File: config.mk
export PLATFORM = sky130hd
export DESIGN_NAME = ref_shallow_fifo_ctrl
export DESIGN_NICKNAME = d
export VERILOG_FILES = /design/src/rtl/ref_fifo_out_buf.sv /design/src/rtl/ref_shallow_fifo_ctrl.sv
export SDC_FILE = /design/constraint.sdc
export NUM_CORES = 1
export LEC_CHECK = 0
export ABC_AREA = 1
export BUFFER_PORTS_ARGS = -buffer_cell sky130_fd_sc_hd__buf_2
export CAP_MARGIN = 40
export CORE_MARGIN = 3
export CORE_UTILIZATION = 40
export DETAILED_ROUTE_END_ITERATION = 6
export PLACE_DENSITY = 0.75
export SYNTH_ARGS = -nofsm -noshare
export SYNTH_HDL_FRONTEND = slang
export SYNTH_HIERARCHICAL = 1
export SYNTH_SLANG_ARGS = --single-unit
File: constraint.sdc
create_clock -name clk -period 4.6 [get_ports clk]
set_input_delay 0 -clock clk [delete_from_list [all_inputs] [get_ports clk]]
set_output_delay 0 -clock clk [all_outputs]
set_load 0.05 [all_outputs]
File: src/rtl/ref_fifo_out_buf.sv
// Two-entry in-order output register stage for the shallow FIFO controller.
// The head entry drives the consumer interface directly from flops.
module ref_fifo_out_buf #(
    parameter int DATA_WIDTH = 32
) (
    input  logic                  clk,
    input  logic                  rst,
    input  logic                  load,
    input  logic [DATA_WIDTH-1:0] load_data,
    input  logic                  pop,
    output logic [1:0]            occ,
    output logic                  head_valid,
    output logic [DATA_WIDTH-1:0] head_data
);

    logic [1:0]            occ_q, occ_d;
    logic [DATA_WIDTH-1:0] head_q, head_d;
    logic [DATA_WIDTH-1:0] tail_q, tail_d;

    always_comb begin
        occ_d  = occ_q;
        head_d = head_q;
        tail_d = tail_q;
        case ({load, pop})
            2'b10: begin
                if (occ_q == 2'd0) head_d = load_data;
                else               tail_d = load_data;
                occ_d = occ_q + 2'd1;
            end
            2'b01: begin
                head_d = tail_q;
                occ_d  = occ_q - 2'd1;
            end
            2'b11: begin
                // Pop and load together keep occupancy; the new word lands behind any survivor.
                if (occ_q == 2'd1) begin
                    head_d = load_data;
                end else begin
                    head_d = tail_q;
                    tail_d = load_data;
                end
            end
            default: ;
        endcase
    end

    always_ff @(posedge clk or posedge rst) begin
        if (rst) begin
            occ_q  <= 2'd0;
            head_q <= '0;
            tail_q <= '0;
        end else begin
            occ_q  <= occ_d;
            head_q <= head_d;
            tail_q <= tail_d;
        end
    end

    assign occ        = occ_q;
    assign head_valid = (occ_q != 2'd0);
    assign head_data  = head_q;

endmodule

File: src/rtl/ref_shallow_fifo_ctrl.sv
// Single-clock FIFO controller driving an external distributed RAM whose read
// address is registered; a two-entry output buffer hides the read latency.
module ref_shallow_fifo_ctrl #(
    parameter int ADDR_WIDTH = 5,
    parameter int DATA_WIDTH = 32
) (
    input  logic                  clk,
    input  logic                  rst,
    input  logic                  in_valid,
    output logic                  in_ready,
    input  logic [DATA_WIDTH-1:0] in_data,
    output logic                  out_valid,
    input  logic                  out_ready,
    output logic [DATA_WIDTH-1:0] out_data,
    output logic [ADDR_WIDTH+1:0] level,
    output logic                  ram_wr_en,
    output logic [ADDR_WIDTH-1:0] ram_wr_addr,
    output logic [DATA_WIDTH-1:0] ram_wr_data,
    output logic [ADDR_WIDTH-1:0] ram_rd_addr,
    input  logic [DATA_WIDTH-1:0] ram_rd_data
);

    localparam int NUM_WORDS = 1 << ADDR_WIDTH;
    localparam int LVL_W     = ADDR_WIDTH + 2;
    localparam logic [ADDR_WIDTH:0] PTR_ONE = 1;

    // Both streams: a word moves on a cycle where valid and ready are both high;
    // valid never waits on ready, and out_data holds while out_valid && !out_ready.

    logic [ADDR_WIDTH:0] wr_ptr_q, wr_ptr_d;
    logic [ADDR_WIDTH:0] rd_ptr_q, rd_ptr_d;
    logic [ADDR_WIDTH:0] wr_vis_q;
    logic                pend_q, pend_d;
    logic [LVL_W-1:0]    level_q, level_d;

    logic                ram_full;
    logic                push;
    logic                pop;
    logic                fetchable;
    logic                fetch;
    logic [2:0]          buf_need;
    logic [1:0]          occ;
    logic [1:0]          occ_d;
    logic [ADDR_WIDTH:0] ptr_diff;

    assign ram_full = (wr_ptr_q[ADDR_WIDTH] != rd_ptr_q[ADDR_WIDTH]) &&
                      (wr_ptr_q[ADDR_WIDTH-1:0] == rd_ptr_q[ADDR_WIDTH-1:0]);
    assign in_ready = !ram_full && !rst;
    assign push     = in_valid && in_ready;
    assign pop      = out_valid && out_ready;

    // wr_vis trails the written words by one edge, so a word is never fetched in its write cycle.
    assign fetchable = (rd_ptr_q != wr_vis_q);
    assign buf_need  = {1'b0, occ} + {2'b00, pend_q} - {2'b00, pop};
    assign fetch     = fetchable && (buf_need < 3'd2);

    always_comb begin
        wr_ptr_d = wr_ptr_q;
        rd_ptr_d = rd_ptr_q;
        pend_d   = 1'b0;
        if (push) wr_ptr_d = wr_ptr_q + PTR_ONE;
        if (fetch) begin
            rd_ptr_d = rd_ptr_q + PTR_ONE;
            pend_d   = 1'b1;
        end
        occ_d    = occ + {1'b0, pend_q} - {1'b0, pop};
        ptr_diff = wr_ptr_d - rd_ptr_d;
        level_d  = {1'b0, ptr_diff} + LVL_W'(pend_d) + LVL_W'(occ_d);
    end

    always_ff @(posedge clk or posedge rst) begin
        if (rst) begin
            wr_ptr_q <= '0;
            rd_ptr_q <= '0;
            wr_vis_q <= '0;
            pend_q   <= 1'b0;
            level_q  <= '0;
        end else begin
            wr_ptr_q <= wr_ptr_d;
            rd_ptr_q <= rd_ptr_d;
            wr_vis_q <= wr_ptr_d;
            pend_q   <= pend_d;
            level_q  <= level_d;
        end
    end

    ref_fifo_out_buf #(
        .DATA_WIDTH (DATA_WIDTH)
    ) u_out_buf (
        .clk        (clk),
        .rst        (rst),
        .load       (pend_q),
        .load_data  (ram_rd_data),
        .pop        (pop),
        .occ        (occ),
        .head_valid (out_valid),
        .head_data  (out_data)
    );

    assign ram_wr_en   = push;
    assign ram_wr_addr = wr_ptr_q[ADDR_WIDTH-1:0];
    assign ram_wr_data = in_data;
    assign ram_rd_addr = rd_ptr_q[ADDR_WIDTH-1:0];
    assign level       = level_q;

    level_bound: assert property (@(posedge clk) disable iff (rst)
        level_q <= LVL_W'(NUM_WORDS + 2));

endmodule

; ---- Word level (Yosys, flattened, before mapping)
; Cells that the tools add are included.
[word_totals]
latchBits = 0
out_inout_bits = 84
ram_bits = 0
memories = 0
ff_bits = 86
wordCells = 53
mem_bits_ro = 0
[classes]
muxes = 10
n_div = 0
n_shift = 0
order_cmp = 1
reduce_logical = 14
n_bitwise = 0
mul = 0
eq_ne = 10
n_addsub = 11
[ops]
columns = op, n
row1 = $mux 32, 4
row2 = $pmux 32 s3, 1
row3 = $pmux 32 s2, 1
row4 = $add 6x1->6 const B, 2
row5 = $mux 6, 2
row6 = $add 6x1->7, 1
row7 = $add 7x2->7, 1
row8 = $ne 6x6->1, 1
row9 = $reduce_bool 2->1, 3
row10 = $sub 6x6->6, 1
row11 = $eq 5x5->1, 1
row12 = $logic_and 1x1->1, 5
row13 = $eq 2x1->1 const B, 2
row14 = $eq 2x2->1 const B, 2
row15 = $ne 2x2->1 const B, 2
row16 = $pmux 2 s2, 1
row17 = $add 2x1->3, 1
row18 = $lt 3x2->1 const B, 1
row19 = $reduce_and 3->1, 1
row20 = $reduce_bool 3->1, 1
row21 = $sub 3x1->3, 1
row22 = $add 2x1->2, 1
row23 = $add 2x1->2 const B, 1
row24 = $logic_not 1->1, 2
row25 = other kinds (7), 7

; ---- Depth between registers and ports, before layout
[depth]
depth_word = 9
depth_mapped = 29
mapped_depth_nobuf = 29

; ---- Modules after synthesis
; Netlist, hierarchy kept.
[by_module_without_submodules]
columns = module, seq_area_each_um2, cells_each, area_per_inst_um2, n_inst
row1 = ref_fifo_out_buf, 1651.6, 406, 3104.2, 1
row2 = ref_shallow_fifo_ctrl, 500.5, 241, 1928.1, 1

; ---- Worst setup path before layout
; No wires, ideal clock.
[synth_path]
kind = register -> register
from = register u_out_buf.occ_q[1], in the netlist u_out_buf/occ[1]
to = register level_q[4], in the netlist level[4]
arrival_time_ps = 3996
setup_ps = 119
stages_incl_launch_ff = 25
setup_slack_ps = 485
path_buffers = 0
cell_sequence = dfrtp_1 -> inv_1 -> ha_1 -> inv_2 -> nand2_1 -> inv_1 -> ha_1 -> inv_1 -> ha_1 -> inv_1 -> fa_1 -> inv_1 -> nor2_1 -> nand2_4 -> xor2_1 -> inv_1 -> ha_1 -> inv_1 -> fa_1 -> fa_1 -> inv_1 -> nor2_2 -> nand2_1 -> nand2_1 -> and2_1
[synth_between]
elab_chain_cells = 9
elab_cells_between_ends = 13
[synth_lines]
columns = item, line_no
row1 = from (decl), ref_fifo_out_buf.sv:16  ; logic [1:0] occ_q, occ_d;
row2 = from (signal assigned), ref_fifo_out_buf.sv:49  ; occ_q <= 2'd0;
row3 = from (signal assigned), ref_fifo_out_buf.sv:53  ; occ_q <= occ_d;
row4 = $reduce_bool 2->1, ref_fifo_out_buf.sv:60  ; assign head_valid = (occ_q != 2'd0);
row5 = net out_valid, ref_shallow_fifo_ctrl.sv:12  ; output logic out_valid,
row6 = $logic_and 1x1->1, ref_shallow_fifo_ctrl.sv:50  ; assign pop = out_valid && out_ready;
row7 = net pop, ref_shallow_fifo_ctrl.sv:38  ; logic pop;
row8 = $sub 3x1->3, ref_shallow_fifo_ctrl.sv:54  ; assign buf_need = {1'b0, occ} + {2'b00, pend_q} - {2'b00, pop};
row9 = $lt 3x2->1, ref_shallow_fifo_ctrl.sv:55  ; assign fetch = fetchable && (buf_need < 3'd2);
row10 = $logic_and 1x1->1, ref_shallow_fifo_ctrl.sv:55
row11 = $mux 6, ref_shallow_fifo_ctrl.sv:62  ; if (fetch) begin
row12 = net rd_ptr_d[0], ref_shallow_fifo_ctrl.sv:31  ; logic [ADDR_WIDTH:0] rd_ptr_q, rd_ptr_d;
row13 = $sub 6x6->6, ref_shallow_fifo_ctrl.sv:67  ; ptr_diff = wr_ptr_d - rd_ptr_d;
row14 = $add 6x1->7, ref_shallow_fifo_ctrl.sv:68  ; level_d = {1'b0, ptr_diff} + LVL_W'(pend_d) + LVL_W'(occ_d);
row15 = $add 7x2->7, ref_shallow_fifo_ctrl.sv:68
row16 = net level_d[4], ref_shallow_fifo_ctrl.sv:34  ; logic [LVL_W-1:0] level_q, level_d;
row17 = to (signal assigned), ref_shallow_fifo_ctrl.sv:83  ; level_q <= level_d;
row18 = to (decl), ref_shallow_fifo_ctrl.sv:34
; The timed path passes the listed nets, and every way through them passes these cells.
; A chain may end at the register's enable or synchronous reset.

; ---- Worst setup path after layout
[layout_path]
from = register u_out_buf.occ_q[1], in the netlist u_out_buf/occ[1]
to = register level_q[4], in the netlist level[4]
[layout_between]
elab_chain_cells = 9
elab_cells_between_ends = 13
[layout_lines]
columns = item, line_no
row1 = $reduce_bool 2->1, ref_fifo_out_buf.sv:60
row2 = $logic_and 1x1->1, ref_shallow_fifo_ctrl.sv:50
row3 = net pop, ref_shallow_fifo_ctrl.sv:38
row4 = $sub 3x1->3, ref_shallow_fifo_ctrl.sv:54
row5 = $lt 3x2->1, ref_shallow_fifo_ctrl.sv:55
row6 = $logic_and 1x1->1, ref_shallow_fifo_ctrl.sv:55
row7 = $mux 6, ref_shallow_fifo_ctrl.sv:62
row8 = net rd_ptr_d[0], ref_shallow_fifo_ctrl.sv:31
row9 = $sub 6x6->6, ref_shallow_fifo_ctrl.sv:67
row10 = $add 6x1->7, ref_shallow_fifo_ctrl.sv:68
row11 = $add 7x2->7, ref_shallow_fifo_ctrl.sv:68
row12 = net level_d[4], ref_shallow_fifo_ctrl.sv:34
; The timed path passes the listed nets, and every way through them passes these cells.

==> metrics <==
status=complete, no violations; busiest grt layer=met2; CP delay by family, top=adder cells; Critical Path RT=4830 ps; RD Place Congestion=about 0.8; critical path, cell by cell=inv_1 -> ha_1 -> inv_2 -> nand2_1 -> inv_1 -> ha_1 -> inv_1 -> ha_1 -> inv_1 -> fa_1 -> inv_1 -> nor2_1 -> nand2_4 -> xor2_1 -> inv_1 -> ha_1 -> inv_1 -> fa_1 -> fa_1 -> inv_1 -> nor2_2 -> nand2_1 -> nand2_1 -> and2_1; highest clock rate=approximately 240 MHz; CTS tree=done; CTS resizes=0; Synth Area per Inst=about 8 um^2; grt met3 use=5.50%; Overall Global Routing Usage=17.0%; Crit-path slowest cell=fa_1; critical path capture point type=register; antenna violations before repair=0; first-pass GRT wire length=19.4 mm; min Tclk post-route=about 4200 ps; cells after synthesis=~650; Layout Area Growth over Synthesis=19.7%; DRC errors left=0; hpwl dp=7.46 mm; Die ar.=14000 um^2; Synthesis Warnings=6; Final period util=90.9%; vias in the first global route=3965; worst slack, placed=418 ps; Hold WC Path Type=input pin to output pin; FILL cells=1158; area of the core=12200 um^2; largest net degree at the start of global routing=66; Top cell by count, worst path=inv_1; async set-reset flop share out of synthesis=100%; top cells by count, synth=nand2_1, dfrtp_1, nand3_1, inv_1, buf_4; Final Hold Vio Count=0; FP Rows=40; number of flops mapped to enable cells by yosys=0; global routing usage on met1=22.2%; Synthesized Nets=~730; Final Skew=5.72 ps; Clock Sinks=86; fin worst setup slack=420 ps; WP buf/inv=9; Worst-Margin Slew=705 ps; root buffer cell=clkbuf_16; synthesis-stage register bit count=86; hold bufs inserted after CTS=33; endpoints failing setup=0; via count of the routed design=4161; H-tree depth=3; RSZ-0062 raised after global routing=no; Setup Crit Path Kind=register to register; worst-path fanout max=4; Post-CTS Repair Setup Buffers=0; Final Max Tran Viols=0; sequential area share after synthesis=42.8%; # IOs=between 150 and 200; WL final=11.5 mm; DR pass1 iterations=4; Clock Tree Buf Depth=2; CP arrival=roughly 4400 ps; layout cell share with drive strength beyond 1=21.5%; setup TNS=0 ps; number of vias per cell=4.65; total gr overflow=0; top cells by area, synth=dfrtp_1, nand2_1, nand3_1; Worst-Skew Late Latency=roughly 340 ps; cell with the most instances after synthesis=nand2_1; PortBufs=87; Chip Width=roughly 120 um; Critical Path Max Stage Delay=~480 ps; Post-Syn Area=5030 um^2; Initial Util=41.4%; TritonCTS Buffers=9; post-synth top area share=42.8%; post-synth top area cell=dfrtp_1; library cells used by synthesis=30; met2 global-route usage=27.6%; R2R setup slack=420 ps; Primary FF master, synth=dfrtp_1; WL/cell=12.9 um; Slew HR=52.8%; Worst-path clk slew=60 ps; Antenna Cells=0; Die Y=118 um; 1st-iter DRT viols=264; max cap viols=0; NumNets Final=808; Worst Setup Start Kind=register; Post-DRT Antenna Nets=0
[registers in the layout, indices dropped and copies added, names as in the netlist]
signal and flops:
level 7, rd_ptr_q 6, u_out_buf/tail_q 32, pend_q 1
u_out_buf/occ 2, u_out_buf/head_data 32, wr_vis_q 6
[final timing paths]
| kind | to | from | depth (start not counted) |
|---|---|---|---|
| setup / recovery | level[4] | u_out_buf/occ[1] | 24 |
| hold / removal | ram_wr_data[17] | in_data[17] | 0 |
| setup reg to reg | level[4] | u_out_buf/occ[1] | 24 |
| hold reg to reg | u_out_buf/tail_q[0] | u_out_buf/tail_q[0] | 2 |
| max in group asynchronous | u_out_buf/head_data[23] | rst | 5 |
| min in group asynchronous | u_out_buf/head_data[9] | rst | 4 |
[cells in the final DEF (no fill, tap or decap), drive strengths merged]
cell         instances
dfrtp               86
clkbuf              10
dlygate4sd3         33
and2                 1
nand4                7
inv                 60
nand3               82
buf                 96
nor4                 1
xnor2                1
nand2              290
fa                   3
nor2                15
xor2                13
ha                  16
clkinvlp             1
o21ai                1
clkinv               1
o21bai               1
a21oi                6
bufinv               1
nor3                 1
[metrics by stage]
stage / hold WS (ps) / std cells / instance area (um^2) / util, %
finish: 0.0167 / 894 / 6020 / 49.5
detailed placement: -42.1 / 845 / 5400 / 44.4
CTS: 0.341 / 894 / 6020 / 49.5
global route: 0.0783 / 894 / 6020 / 49.5
global placement: 0.341 / 841 / 5290 / 43.5
floorplan: 27.7 / 647 / 5030 / -
[per-layer routing]
layer  up-vias  share of wire, %
met2       116                48
met3         9               5.8
li1       2110                 -
met4         0              0.89
met5         -                 0
met1      1926                46
[cell type report]
class                      count  area [um^2]  share of cell area [%]
clock buffer                  10          229                    3.80
clock inverter                 6         68.8                    1.14
inverter                      57          214                    3.55
multi-input combinational    438         2240                    37.1
sequential                    86         2150                    35.7
tap                          168          210                    3.49
timing repair buffer         129          913                    15.2
[kinds of logic after synthesis]
kind of cell,count (synthesis),synth area share (%)
XOR/XNOR,14,2.44
flip-flops,86,42.8
adder cells (fa/ha/maj),19,5.17
AO/OA/AOI/OAI,8,0.995
buffers and inverters,123,12.8
AND/OR/NAND/NOR,397,35.8
Power is not shown: default switching activity piles up to over one toggle a cycle in this logic, so the estimate is an artifact.
